===== src/rtl/mem_request_arbiter_if.sv =====
// Bundle of decoder/datapath request, response and RAM-side signals seen by
// the memory request arbiter. The arbiter sits on the slave modport; whatever
// drives requests and models the RAM sits on the master modport.
interface mem_request_arbiter_if;
    logic        iREN;
    logic [31:0] iaddr;
    logic        dREN;
    logic        dWEN;
    logic [31:0] daddr;
    logic [31:0] dstore;
    logic        halt;
    logic        ihit;
    logic [31:0] iload;
    logic        dhit;
    logic [31:0] dload;
    logic        ramREN;
    logic        ramWEN;
    logic [31:0] ramaddr;
    logic [31:0] ramstore;
    logic [31:0] ramload;
    logic        ramready;
    logic        err;

    modport slave (
        input  iREN, iaddr, dREN, dWEN, daddr, dstore, halt, ramload, ramready,
        output ihit, iload, dhit, dload, ramREN, ramWEN, ramaddr, ramstore, err
    );

    modport master (
        output iREN, iaddr, dREN, dWEN, daddr, dstore, halt, ramload, ramready,
        input  ihit, iload, dhit, dload, ramREN, ramWEN, ramaddr, ramstore, err
    );
endinterface


===== src/rtl/mem_request_arbiter.sv =====
// Memory-side responder for instruction fetch and data load/store requests.
// Serialises them onto one single-port RAM with a ready handshake, data
// accesses first, and returns one-cycle hit pulses with registered load data.
// An access that waits TIMEOUT cycles without ramready is forced to complete,
// sets the sticky err flag and returns BAD_WORD on reads.
module mem_request_arbiter #(
    parameter int          TIMEOUT  = 16,
    parameter logic [31:0] BAD_WORD = 32'hBAD1BAD1
) (
    input  logic                  CLK,
    input  logic                  RST,
    mem_request_arbiter_if.slave  bus
);

    typedef enum logic [2:0] {
        IDLE   = 3'd0,
        DACC   = 3'd1,
        IACC   = 3'd2,
        DHIT   = 3'd3,
        IHIT   = 3'd4,
        HALTED = 3'd5
    } state_t;

    localparam int               CNT_W    = $clog2(TIMEOUT + 1);
    localparam logic [CNT_W-1:0] TMO_LAST = CNT_W'(TIMEOUT - 1);

    state_t             state;
    state_t             nxt;
    logic [CNT_W-1:0]   wait_cnt;
    logic               err_q;
    logic [31:0]        iload_q;
    logic [31:0]        dload_q;

    logic               tmo;
    logic               ram_ren;
    logic               ram_wen;
    logic [31:0]        ram_addr;
    logic [31:0]        ram_store;
    logic               ihit_c;
    logic               dhit_c;

    // Word-aligned RAM addressing ignores the byte-offset bits of both addresses.
    logic unused_addr_lsbs;
    assign unused_addr_lsbs = ^{bus.iaddr[1:0], bus.daddr[1:0]};

    // State register; reset abandons any in-flight access immediately.
    always_ff @(posedge CLK or posedge RST) begin
        if (RST) begin
            state <= IDLE;
        end else begin
            state <= nxt;
        end
    end

    // Next-state selection and RAM strobes / hit pulses decoded from the state.
    always_comb begin
        nxt       = state;
        ram_ren   = 1'b0;
        ram_wen   = 1'b0;
        ram_addr  = 32'h0;
        ram_store = 32'h0;
        ihit_c    = 1'b0;
        dhit_c    = 1'b0;
        tmo       = (wait_cnt == TMO_LAST) && !bus.ramready;
        case (state)
            IDLE: begin
                if (bus.halt) begin
                    nxt = HALTED;
                end else if (bus.dREN || bus.dWEN) begin
                    nxt = DACC;
                end else if (bus.iREN) begin
                    nxt = IACC;
                end
            end
            DACC: begin
                ram_addr  = {bus.daddr[31:2], 2'b00};
                ram_store = bus.dstore;
                // A write wins when both data strobes are raised together.
                if (bus.dWEN) begin
                    ram_wen = 1'b1;
                end else begin
                    ram_ren = 1'b1;
                end
                if (bus.ramready || tmo) begin
                    nxt = DHIT;
                end
            end
            IACC: begin
                ram_ren  = 1'b1;
                ram_addr = {bus.iaddr[31:2], 2'b00};
                if (bus.ramready || tmo) begin
                    nxt = IHIT;
                end
            end
            DHIT: begin
                dhit_c = 1'b1;
                nxt    = IDLE;
            end
            IHIT: begin
                ihit_c = 1'b1;
                nxt    = IDLE;
            end
            HALTED: begin
                nxt = HALTED;
            end
            default: begin
                nxt = IDLE;
            end
        endcase
    end

    // Wait counter, sticky timeout flag and the load-data registers.
    always_ff @(posedge CLK or posedge RST) begin
        if (RST) begin
            wait_cnt <= '0;
            err_q    <= 1'b0;
            iload_q  <= 32'h0;
            dload_q  <= 32'h0;
        end else begin
            case (state)
                DACC: begin
                    if (bus.ramready) begin
                        if (!bus.dWEN) begin
                            dload_q <= bus.ramload;
                        end
                    end else if (tmo) begin
                        err_q <= 1'b1;
                        if (!bus.dWEN) begin
                            dload_q <= BAD_WORD;
                        end
                    end else begin
                        wait_cnt <= wait_cnt + CNT_W'(1);
                    end
                end
                IACC: begin
                    if (bus.ramready) begin
                        iload_q <= bus.ramload;
                    end else if (tmo) begin
                        err_q   <= 1'b1;
                        iload_q <= BAD_WORD;
                    end else begin
                        wait_cnt <= wait_cnt + CNT_W'(1);
                    end
                end
                default: begin
                    // Held at zero outside the access states so every access starts fresh.
                    wait_cnt <= '0;
                end
            endcase
        end
    end

    assign bus.ramREN   = ram_ren;
    assign bus.ramWEN   = ram_wen;
    assign bus.ramaddr  = ram_addr;
    assign bus.ramstore = ram_store;
    assign bus.ihit     = ihit_c;
    assign bus.dhit     = dhit_c;
    assign bus.iload    = iload_q;
    assign bus.dload    = dload_q;
    assign bus.err      = err_q;

endmodule


===== src/flat_wrapper.sv =====
// flat-port wrapper written by rule: the top's interface ports become plain ports
module mem_request_arbiter_flat 
#(
    parameter int          TIMEOUT  = 16,
    parameter logic [31:0] BAD_WORD = 32'hBAD1BAD1
)
  (CLK, RST, bus_iREN, bus_iaddr, bus_dREN, bus_dWEN, bus_daddr, bus_dstore, bus_halt, bus_ramload, bus_ramready, bus_ihit, bus_iload, bus_dhit, bus_dload, bus_ramREN, bus_ramWEN, bus_ramaddr, bus_ramstore, bus_err);
  mem_request_arbiter_if bus_i ();
  input  logic CLK;
  input  logic RST;
  input wire logic [$bits(bus_i.iREN)-1:0] bus_iREN;
  input wire logic [$bits(bus_i.iaddr)-1:0] bus_iaddr;
  input wire logic [$bits(bus_i.dREN)-1:0] bus_dREN;
  input wire logic [$bits(bus_i.dWEN)-1:0] bus_dWEN;
  input wire logic [$bits(bus_i.daddr)-1:0] bus_daddr;
  input wire logic [$bits(bus_i.dstore)-1:0] bus_dstore;
  input wire logic [$bits(bus_i.halt)-1:0] bus_halt;
  input wire logic [$bits(bus_i.ramload)-1:0] bus_ramload;
  input wire logic [$bits(bus_i.ramready)-1:0] bus_ramready;
  output wire logic [$bits(bus_i.ihit)-1:0] bus_ihit;
  output wire logic [$bits(bus_i.iload)-1:0] bus_iload;
  output wire logic [$bits(bus_i.dhit)-1:0] bus_dhit;
  output wire logic [$bits(bus_i.dload)-1:0] bus_dload;
  output wire logic [$bits(bus_i.ramREN)-1:0] bus_ramREN;
  output wire logic [$bits(bus_i.ramWEN)-1:0] bus_ramWEN;
  output wire logic [$bits(bus_i.ramaddr)-1:0] bus_ramaddr;
  output wire logic [$bits(bus_i.ramstore)-1:0] bus_ramstore;
  output wire logic [$bits(bus_i.err)-1:0] bus_err;
  assign bus_i.iREN = bus_iREN;
  assign bus_i.iaddr = bus_iaddr;
  assign bus_i.dREN = bus_dREN;
  assign bus_i.dWEN = bus_dWEN;
  assign bus_i.daddr = bus_daddr;
  assign bus_i.dstore = bus_dstore;
  assign bus_i.halt = bus_halt;
  assign bus_i.ramload = bus_ramload;
  assign bus_i.ramready = bus_ramready;
  assign bus_ihit = bus_i.ihit;
  assign bus_iload = bus_i.iload;
  assign bus_dhit = bus_i.dhit;
  assign bus_dload = bus_i.dload;
  assign bus_ramREN = bus_i.ramREN;
  assign bus_ramWEN = bus_i.ramWEN;
  assign bus_ramaddr = bus_i.ramaddr;
  assign bus_ramstore = bus_i.ramstore;
  assign bus_err = bus_i.err;
  mem_request_arbiter #(.TIMEOUT(TIMEOUT), .BAD_WORD(BAD_WORD)) u_core (.CLK(CLK), .RST(RST), .bus(bus_i));
endmodule

===== config.mk =====
export PLATFORM = sky130hd
export DESIGN_NAME = mem_request_arbiter_flat
export DESIGN_NICKNAME = d
export VERILOG_FILES = /design/src/rtl/mem_request_arbiter_if.sv /design/src/rtl/mem_request_arbiter.sv /design/src/flat_wrapper.sv
export SDC_FILE = /design/constraint.sdc
export NUM_CORES = 1
export LEC_CHECK = 0
export BUFFER_PORTS_ARGS = -buffer_cell sky130_fd_sc_hd__buf_2
export CAP_MARGIN = 20
export CORE_ASPECT_RATIO = 1.2
export CORE_MARGIN = 3
export CORE_UTILIZATION = 35
export DETAILED_ROUTE_END_ITERATION = 8
export GPL_TIMING_DRIVEN = 0
export PLACE_DENSITY_LB_ADDON = 0.25
export REMOVE_ABC_BUFFERS = 1
export SLEW_MARGIN = 15
export SYNTH_ARGS = -nofsm -noshare
export SYNTH_HDL_FRONTEND = slang
export SYNTH_SLANG_ARGS = --single-unit

===== constraint.sdc =====
create_clock -name CLK -period 3.86 [get_ports CLK]
set_input_delay 0.386 -clock CLK [delete_from_list [all_inputs] [get_ports CLK]]
set_output_delay 0.386 -clock CLK [all_outputs]
set_load 0.05 [all_outputs]

==> results of run 1 <==
## stage by stage
| step | std cells | setup slack, ps | utilization (%) | hold slack, ps |
|---|---|---|---|---|
| 5_1_grt | 659 | 916 | 53.8 | 269 |
| 3_3_place_gp | 636 | 616 | 50.7 | 461 |
| 4_1_cts | 659 | 1010 | 53.8 | 267 |
| 6_report | 659 | 987 | 53.8 | 278 |
| 2_1_floorplan | 255 | 1290 | - | 514 |
| 3_5_place_dp | 642 | 1380 | 51.8 | 319 |
## registers in the layout (all words and copies together), names as in the netlist
register and count:
u_core.bus.iload 32, u_core.bus.err 1, u_core.bus.dload 32, u_core.wait_cnt 5
u_core.state 3
## synth_stat cells (2+ instances only)
library cell,n,area [um^2]
buf_6,3,33.8
clkbuf_1,5,18.8
a22o_1,58,508
a21oi_1,3,15.0
and2_1,34,213
o22a_1,36,315
nand3_1,3,15.0
dfrtp_1,73,1830
buf_2,10,50.1
and3_1,4,25.0
nand2b_1,2,12.5
inv_1,3,11.3
xnor2_1,2,17.5
nor2_1,8,30.0
or3_1,2,12.5
nor3b_4,2,37.5
ha_1,2,25.0
nand2_1,3,11.3
buf_4,8,60.1
## layout make-up
type / count / area, um^2
clock inverters: 3 / 15.0
inverters: 3 / 13.8
well taps: 120 / 150
flip-flops and latches: 73 / 1830
fillers: 859 / 4270
clock buffers: 13 / 159
repair buffers: 268 / 1410
multi-input cells: 179 / 1390
## cells in the final DEF (no fill, tap or decap), drive strengths merged, types with 3 or more instances in the layout
master / Yosys / routed
nand2b: 3 / 3
a21oi: 3 / 3
dfrtp: 73 / 73
o22a: 36 / 36
nor3b: 3 / 3
clkbuf: 5 / 13
nor2: 9 / 9
and2: 34 / 34
nand3: 4 / 4
buf: 21 / 267
clkinv: 0 / 3
and3: 4 / 4
inv: 3 / 3
a22o: 58 / 58
nand2: 4 / 4
## critical path: stages (launching register included)
cell and delay, ps:
dfrtp_1 550, nor3b_4 610, buf_6 250, buf_8 170
a22o_1 250, buf_2 310
## routing by layer
metal	track usage, %	wire length (um)
met4	4.93	138
met1	27.1	4790
met3	10.2	1610
met5	0	0
met2	37.8	6150
## cells by family (layout without fill, tap and decap cells)
group / count (synthesis) / in the layout / synth area share, %
buffers and inverters: 29 / 287 / 5.14
adders and majority gates: 2 / 2 / 0.740
AOI/OAI and AO/OA: 105 / 105 / 26.5
muxes: 1 / 1 / 0.296
xor gates and xnor gates: 2 / 2 / 0.518
DFF: 73 / 73 / 54.0
and+or+nand+nor: 67 / 67 / 12.7
other: 1 / 2 / 0.111
## what timing repair did
item / CTS / global route
gates resized for setup: 0 / 0
hold buffers: 1 / 0
hold endpoints to repair: 12 / 0
## worst max-delay path by stage
stage,end,slack [ps],depth (start not counted)
floorplan,bus_ramaddr[10],1290,2
global placement,bus_ramaddr[24],620,3
detailed placement,bus_ramaddr[24],1380,5
CTS,bus_ramaddr[24],1010,5
global route,bus_ramaddr[20],920,5
finish,bus_ramaddr[24],990,5
==> run_results.csv, run 1 <==
group,metric,value,unit
cts,clk_latency,350,ps
run_status,status,"finished clean",
worst_setup_path,crit_path_max_fanout,18,
global_route,grt_max_degree,62,
sta,rsz0062_at_grt,"no",
flow_run,drv_cap,0,
floorplan,die_width,95.8,um
layout,antenna_cells,0,
floorplan,io_pins,268,
sta,fin_tns_setup,0,ps
cts,cts.root.buffer_cell,"clkbuf_8",
worst_setup_path,start_kind,"flip-flop",
synthesis,ys_ff_latch,73,
layout,fin_area,4960,um^2
floorplan,rows,38,
hold_path,worstHoldStart,"bus_ramload[19]",
worst_setup_path,r2r_slack,1610,ps
cts,clkTransAtPathRegs,70,ps
route,ant_nets,0,
sta,slew_viol_final,0,
synthesis,yosys_warnings,0,
route,drc,0,
cts,htree_num_levels,3,
cts,post_cts_buffers,0,
place,post-dp-hpwl,9980,um
floorplan,die_area,10900,um^2
worst_setup_path,worst_setup_path_end_kind,"primary output",
synthesis,async_flop_share,100,%
worst_setup_path,cp-startpoint,"u_core.state[0]",
worst_setup_path,r2r-start,"u_core.state[1]",
route,vias,3349,
cts,cts_made_buffers,9,
sta,finalCritPeriodShare,74.4,%
sta,slew_headroom,47.8,%
place,place_congestion,0.838,
global_route,grt_remaining_overflow,0,
synthesis,synth.avg_cell_area,12.1,um^2
global_route,grt_antenna_before_repair,0,
global_route,grt_pass1_wl,18500,um
synthesis,yosysUniqueCellTypes,38,
route,avgRoutedWirePerCell,19.2,um
route,vias_per_cell,5.08,
synthesis,synthCells,280,
cts,cts_tree,"yes",
floorplan,die_h,114,um
sta,setup_viol,0,
sta,tightest_slew,783,ps
layout,layout.nets,671,
cts,cts_buffer_depth,2,
global_route,grt_use_total,22.8,%
layout,area_growth,46.6,%
floorplan,core,9220,um^2
floorplan,start_util,36.7,%
place,placed_area,4770,um^2
synthesis,yosysSeqAreaShare,54.0,%
hold_path,worstHoldPathCells,2,
place,io_buffers,261,
sta,fmax,0.348,GHz
route,dr.pass1.iters,4,
route,drt_iter0_drc,156,
worst_setup_path,reg2reg_depth,3,
cts,numClockSinks,73,
sta,min_period,2870,ps
sta,fin_worst_skew,5.69,ps
worst_setup_path,crit_type,"flip-flop to primary output",
synthesis,synth_edf_count,0,
hold_path,hold_end,"u_core.bus.iload[19]",
layout,drive_gt1_share,53.8,%
hold_path,hp-class,"input pin to flip-flop",
global_route,grt_pass1_vias,3393,
route,wirelength,12700,um
worst_setup_path,crit_required,3470,ps
synthesis,syn_area,3380,um^2
worst_setup_path,r2r-end,"u_core.bus.iload[14]",
worst_setup_path,arrival,2490,ps
sta,final_hold_viol_count,0,
synthesis,synth_ff_type,"dfrtp_1",
Power of run 1 is not shown: default switching activity piles up to over one toggle a cycle in this logic, so the estimate is an artifact.
==> run 2: changes to the inputs <==
==> constraint.sdc (replaced) <==
create_clock -name CLK -period 2.71 [get_ports CLK]
set_input_delay 0.271 -clock CLK [delete_from_list [all_inputs] [get_ports CLK]]
set_output_delay 0.271 -clock CLK [all_outputs]
set_load 0.05 [all_outputs]
==> run 2 against run 1 <==
Via count down 0.33%. Cell area grew 0.30%. Cell count up 0.30%. Utilization up 0.16 points. Count of clock-buffer cells in the layout did not move. Die area is the same. Worst hold slack lost 110 ps. Sequential cell count unchanged. Non-clock buffer count up 2. Global-route usage is essentially flat. Setup slack got worse by 640 ps. Critical path depth unchanged. Largest cell class unchanged.
==> run_results.csv, run 2 (same netlist as run 1, synthesis figures left out) <==
group,metric,value,unit
run_status,status,"finished clean",
sta,rsz0062_at_grt,"no",
cts,clk_latency,340,ps
floorplan,die_h,114,um
sta,final_hold_viol_count,0,
worst_setup_path,crit_type,"flip-flop to primary output",
layout,final_cell_mix,"261 x buf_2, 73 x dfrtp_1, 58 x a22o_1, 36 x o22a_1, 34 x and2_1",
floorplan,io_pins,268,
hold_path,worstHoldPathCells,2,
place,io_buffers,261,
sta,finalCritPeriodShare,87.2,%
route,drt_iter0_drc,183,
floorplan,start_util,36.7,%
layout,utilization,53.9,%
route,ant_nets,0,
worst_setup_path,cp_slowest_cell,"dfrtp_1",
layout,drive_gt1_share,54.0,%
cts,numClockSinks,73,
worst_setup_path,r2r-end,"u_core.bus.dload[25]",
floorplan,rows,38,
place,place_congestion,0.838,
cts,cts.repair.resized,0,
cts,htree_num_levels,3,
route,avgRoutedWirePerCell,19.2,um
sta,fin_worst_skew,6.72,ps
layout,antenna_cells,0,
floorplan,die_area,10900,um^2
sta,slew_viol_final,0,
worst_setup_path,crit_path_max_fanout,18,
route,dr.pass1.iters,6,
sta,tightest_slew,776,ps
layout,layout.nets,673,
worst_setup_path,arrival,2090,ps
route,vias,3338,
sta,min_period,2360,ps
global_route,grt_remaining_overflow,0,
worst_setup_path,r2r-start,"u_core.wait_cnt[0]",
global_route,grt_use_total,22.8,%
hold_path,hp-class,"input pin to flip-flop",
place,post-dp-hpwl,9980,um
floorplan,core,9220,um^2
worst_setup_path,worst_setup_path_end_kind,"primary output",
floorplan,die_width,95.8,um
layout,area_growth,47.0,%
worst_setup_path,reg2reg_depth,6,
sta,fmax,0.423,GHz
cts,cts_tree,"yes",
worst_setup_path,r2r_slack,510,ps
route,wirelength,12700,um
hold_path,hold_end,"u_core.bus.iload[19]",
global_route,grt_pass1_wl,18600,um
worst_setup_path,slowest_delay,550,ps
worst_setup_path,crit_required,2440,ps
worst_setup_path,crit_path_cell_trace,"nor3b_4 > buf_6 > buf_8 > a22o_1 > buf_2",
global_route,grt_antenna_before_repair,0,
sta,slew_headroom,48.3,%
worst_setup_path,start_kind,"flip-flop",
cts,clkTransAtPathRegs,70,ps
cts,cts.root.buffer_cell,"clkbuf_8",
sta,setup_viol,0,
global_route,grt_max_degree,62,
route,drc,0,
layout,final_common_cell,"buf_2",
route,vias_per_cell,5.05,
global_route,grt_pass1_vias,3398,
flow_run,drv_cap,0,
cts,cts_made_buffers,9,
hold_path,worstHoldStart,"bus_ramload[19]",
cts,cts_buffer_depth,2,
## run 2: worst max-delay path by stage
stage | from | end | slack [ps] | cells after the start
final | u_core.state[0] | bus_ramaddr[24] | 350 | 5
after floorplan | u_core.state[1] | bus_ramaddr[10] | 250 | 2
after CTS | u_core.state[0] | bus_ramaddr[24] | 360 | 5
after detailed placement | u_core.state[0] | bus_ramaddr[24] | 340 | 5
after global routing | u_core.state[0] | bus_ramaddr[20] | 270 | 5
after global placement | u_core.state[0] | bus_ramaddr[24] | -420 | 3
## run 2: area by class of cell
cell class / count / area, um^2
fill: 857 / 4250
sequential: 73 / 1830
timing repair buffer: 270 / 1420
multi-input combinational: 179 / 1390
clock buffer: 13 / 159
tap: 120 / 150
clock inverter: 3 / 15.0
inverter: 3 / 13.8
## run 2: what timing repair did
item                                   in CTS  in global routing
buffers inserted                            2                  0
setup endpoints to repair                   4                  0
hold buffers                                1                  0
endpoints found under the hold margin      12                  0
## run 2: routing by layer
layer  routed length (um)  track usage (%)
met2                 6180             38.1
met3                 1560             10.2
met5                    0                0
met1                 4870             27.0
met4                  112             4.93
## run 2: critical path, delay by kind of cell, from the launching register on
kind                   cells  cell delay (ps)
AND/OR/NAND/NOR            1              280
buffers and inverters      3              660
AO/OA/AOI/OAI              1              250
flip-flops                 1              550
## run 2: stage by stage
| stage | hold WS [ps] | std cells | TNS [ps] | instance area, um^2 | worst slack [ps] |
|---|---|---|---|---|---|
| after CTS | 152 | 661 | 0 | 4970 | 359 |
| after detailed placement | 204 | 642 | 0 | 4770 | 344 |
| after floorplan | 411 | 255 | 0 | 3220 | 254 |
| after global placement | 461 | 636 | -32190 | 4680 | -419 |
| after global routing | 154 | 661 | 0 | 4970 | 275 |
| final | 172 | 661 | 0 | 4970 | 347 |
Power of run 2 is left out for the same reason.
==> run 3: changes to the inputs <==
--- a/config.mk
+++ b/config.mk
@@ -7,14 +7,14 @@
 export LEC_CHECK = 0
 export BUFFER_PORTS_ARGS = -buffer_cell sky130_fd_sc_hd__buf_2
 export CAP_MARGIN = 20
-export CORE_ASPECT_RATIO = 1.2
-export CORE_MARGIN = 3
-export CORE_UTILIZATION = 35
+export CORE_AREA = 3 3 102 104
+export CTS_CLUSTER_SIZE = 28
 export DETAILED_ROUTE_END_ITERATION = 8
+export DIE_AREA = 0 0 105 107
 export GPL_TIMING_DRIVEN = 0
 export PLACE_DENSITY_LB_ADDON = 0.25
 export REMOVE_ABC_BUFFERS = 1
-export SLEW_MARGIN = 15
+export SLEW_MARGIN = 25
 export SYNTH_ARGS = -nofsm -noshare
 export SYNTH_HDL_FRONTEND = slang
 export SYNTH_SLANG_ARGS = --single-unit
==> run 3 against run 2 <==
Worst hold slack got worse by 4.3 ps. First-iteration DRC count rose by 66%. Sequential share of layout area fell by 0.13 points. Count of clock-buffer cells in the layout fell by 2. Maximum frequency fell by 5.9%. Register-to-register slack barely moved.
==> run_results.csv, run 3 (same netlist as run 1, synthesis figures left out) <==
group,metric,value,unit
cts,cts.repair.resized,0,
cts,clk_latency,340,ps
layout,area_growth,47.5,%
sta,min_period,2510,ps
route,vias_per_cell,5.00,
cts,cts_tree,"yes",
sta,fmax,0.398,GHz
floorplan,die_width,105,um
floorplan,rows,36,
worst_setup_path,crit_required,2440,ps
route,drt_iter0_drc,304,
run_status,status,"finished clean",
worst_setup_path,worst_setup_path_end_kind,"primary output",
sta,slew_headroom,47.4,%
cts,cts.root.buffer_cell,"clkbuf_8",
cts,cts_buffer_depth,2,
global_route,grt_use_total,22.6,%
route,dr.pass1.iters,4,
layout,layout.nets,672,
sta,final_hold_viol_count,0,
sta,tightest_slew,788,ps
worst_setup_path,crit_path_max_fanout,28,
route,drc,0,
cts,htree_num_levels,3,
sta,fin_worst_skew,9.13,ps
route,avgRoutedWirePerCell,19.4,um
global_route,grt_pass1_vias,3400,
worst_setup_path,crit_type,"flip-flop to primary output",
floorplan,io_pins,268,
layout,drive_gt1_share,53.9,%
place,place_congestion,0.824,
layout,antenna_cells,0,
place,post-dp-hpwl,10100,um
sta,slew_viol_final,0,
global_route,grt_pass1_wl,19500,um
route,wirelength,13000,um
place,io_buffers,261,
cts,numClockSinks,73,
sta,setup_viol,0,
flow_run,drv_cap,0,
cts,clkTransAtPathRegs,70,ps
global_route,grt_remaining_overflow,0,
worst_setup_path,start_kind,"flip-flop",
floorplan,core,9640,um^2
floorplan,die_h,107,um
route,ant_nets,0,
route,vias,3356,
floorplan,start_util,35.1,%
layout,final_common_cell,"buf_2",
cts,cts_made_buffers,9,
sta,setup_ws,198,ps
layout,final_cell_mix,"261 x buf_2, 73 x dfrtp_1, 58 x a22o_1, 36 x o22a_1, 34 x and2_1",
hold_path,hp-class,"input pin to flip-flop",
sta,finalCritPeriodShare,92.7,%
floorplan,die_area,11200,um^2
global_route,grt_antenna_before_repair,1,
sta,rsz0062_at_grt,"no",
place,dp_slack,367,ps
global_route,grt_max_degree,55,
worst_setup_path,arrival,2240,ps
run 3: layer usage:
metal	up-vias	wire length, um	GRT usage [%]
li1	1548	-	-
met1	1645	5330	27.9
met2	153	6380	37.6
met3	8	1180	8.61
met4	2	89	5.25
met5	-	11	0
run 3: layout make-up:
cell class / instances / area (um^2)
fill: 950 / 4650
clock buffer: 11 / 141
tap: 133 / 166
inverter: 3 / 13.8
sequential: 73 / 1830
timing repair buffer: 269 / 1410
clock inverter: 3 / 42.5
multi-input combinational: 179 / 1390
run 3: timing repair:
item	4_1_cts	5_1_grt
endpoints found under the hold margin	19	0
setup endpoints to repair	5	0
setup buffers	2	0
hold buffers	1	0
run 3: path summary, 6_finish.rpt:
kind | start | endpoint | slack [ps] | depth (start not counted)
max in group asynchronous | RST | u_core.bus.dload[16] | 1750 | 4
min in group asynchronous | RST | u_core.bus.dload[2] | 420 | 3
setup reg to reg | u_core.wait_cnt[0] | u_core.bus.dload[16] | 510 | 6
hold / removal | bus_ramload[10] | u_core.bus.iload[10] | 170 | 2
hold reg to reg | u_core.bus.err | u_core.bus.err | 480 | 1
setup / recovery | u_core.state[0] | bus_ramaddr[10] | 200 | 5
run 3: critical path, cell delays in order, from the launching register on:
cell and delay, ps:
dfrtp_1 560, nor3b_4 430, buf_6 220, buf_6 200, a22o_1 160, buf_2 310
run 3: through the flow:
step,area [um^2],TNS [ps],cells,hold slack [ps],util (%)
2_1_floorplan,3220,0,255,411,-
3_3_place_gp,4700,-37300,649,459,48.7
3_5_place_dp,4780,0,654,240,49.6
4_1_cts,4990,0,671,150,51.8
5_1_grt,4990,0,671,156,51.8
6_report,4990,0,671,167,51.8
Power of run 3 is left out for the same reason.
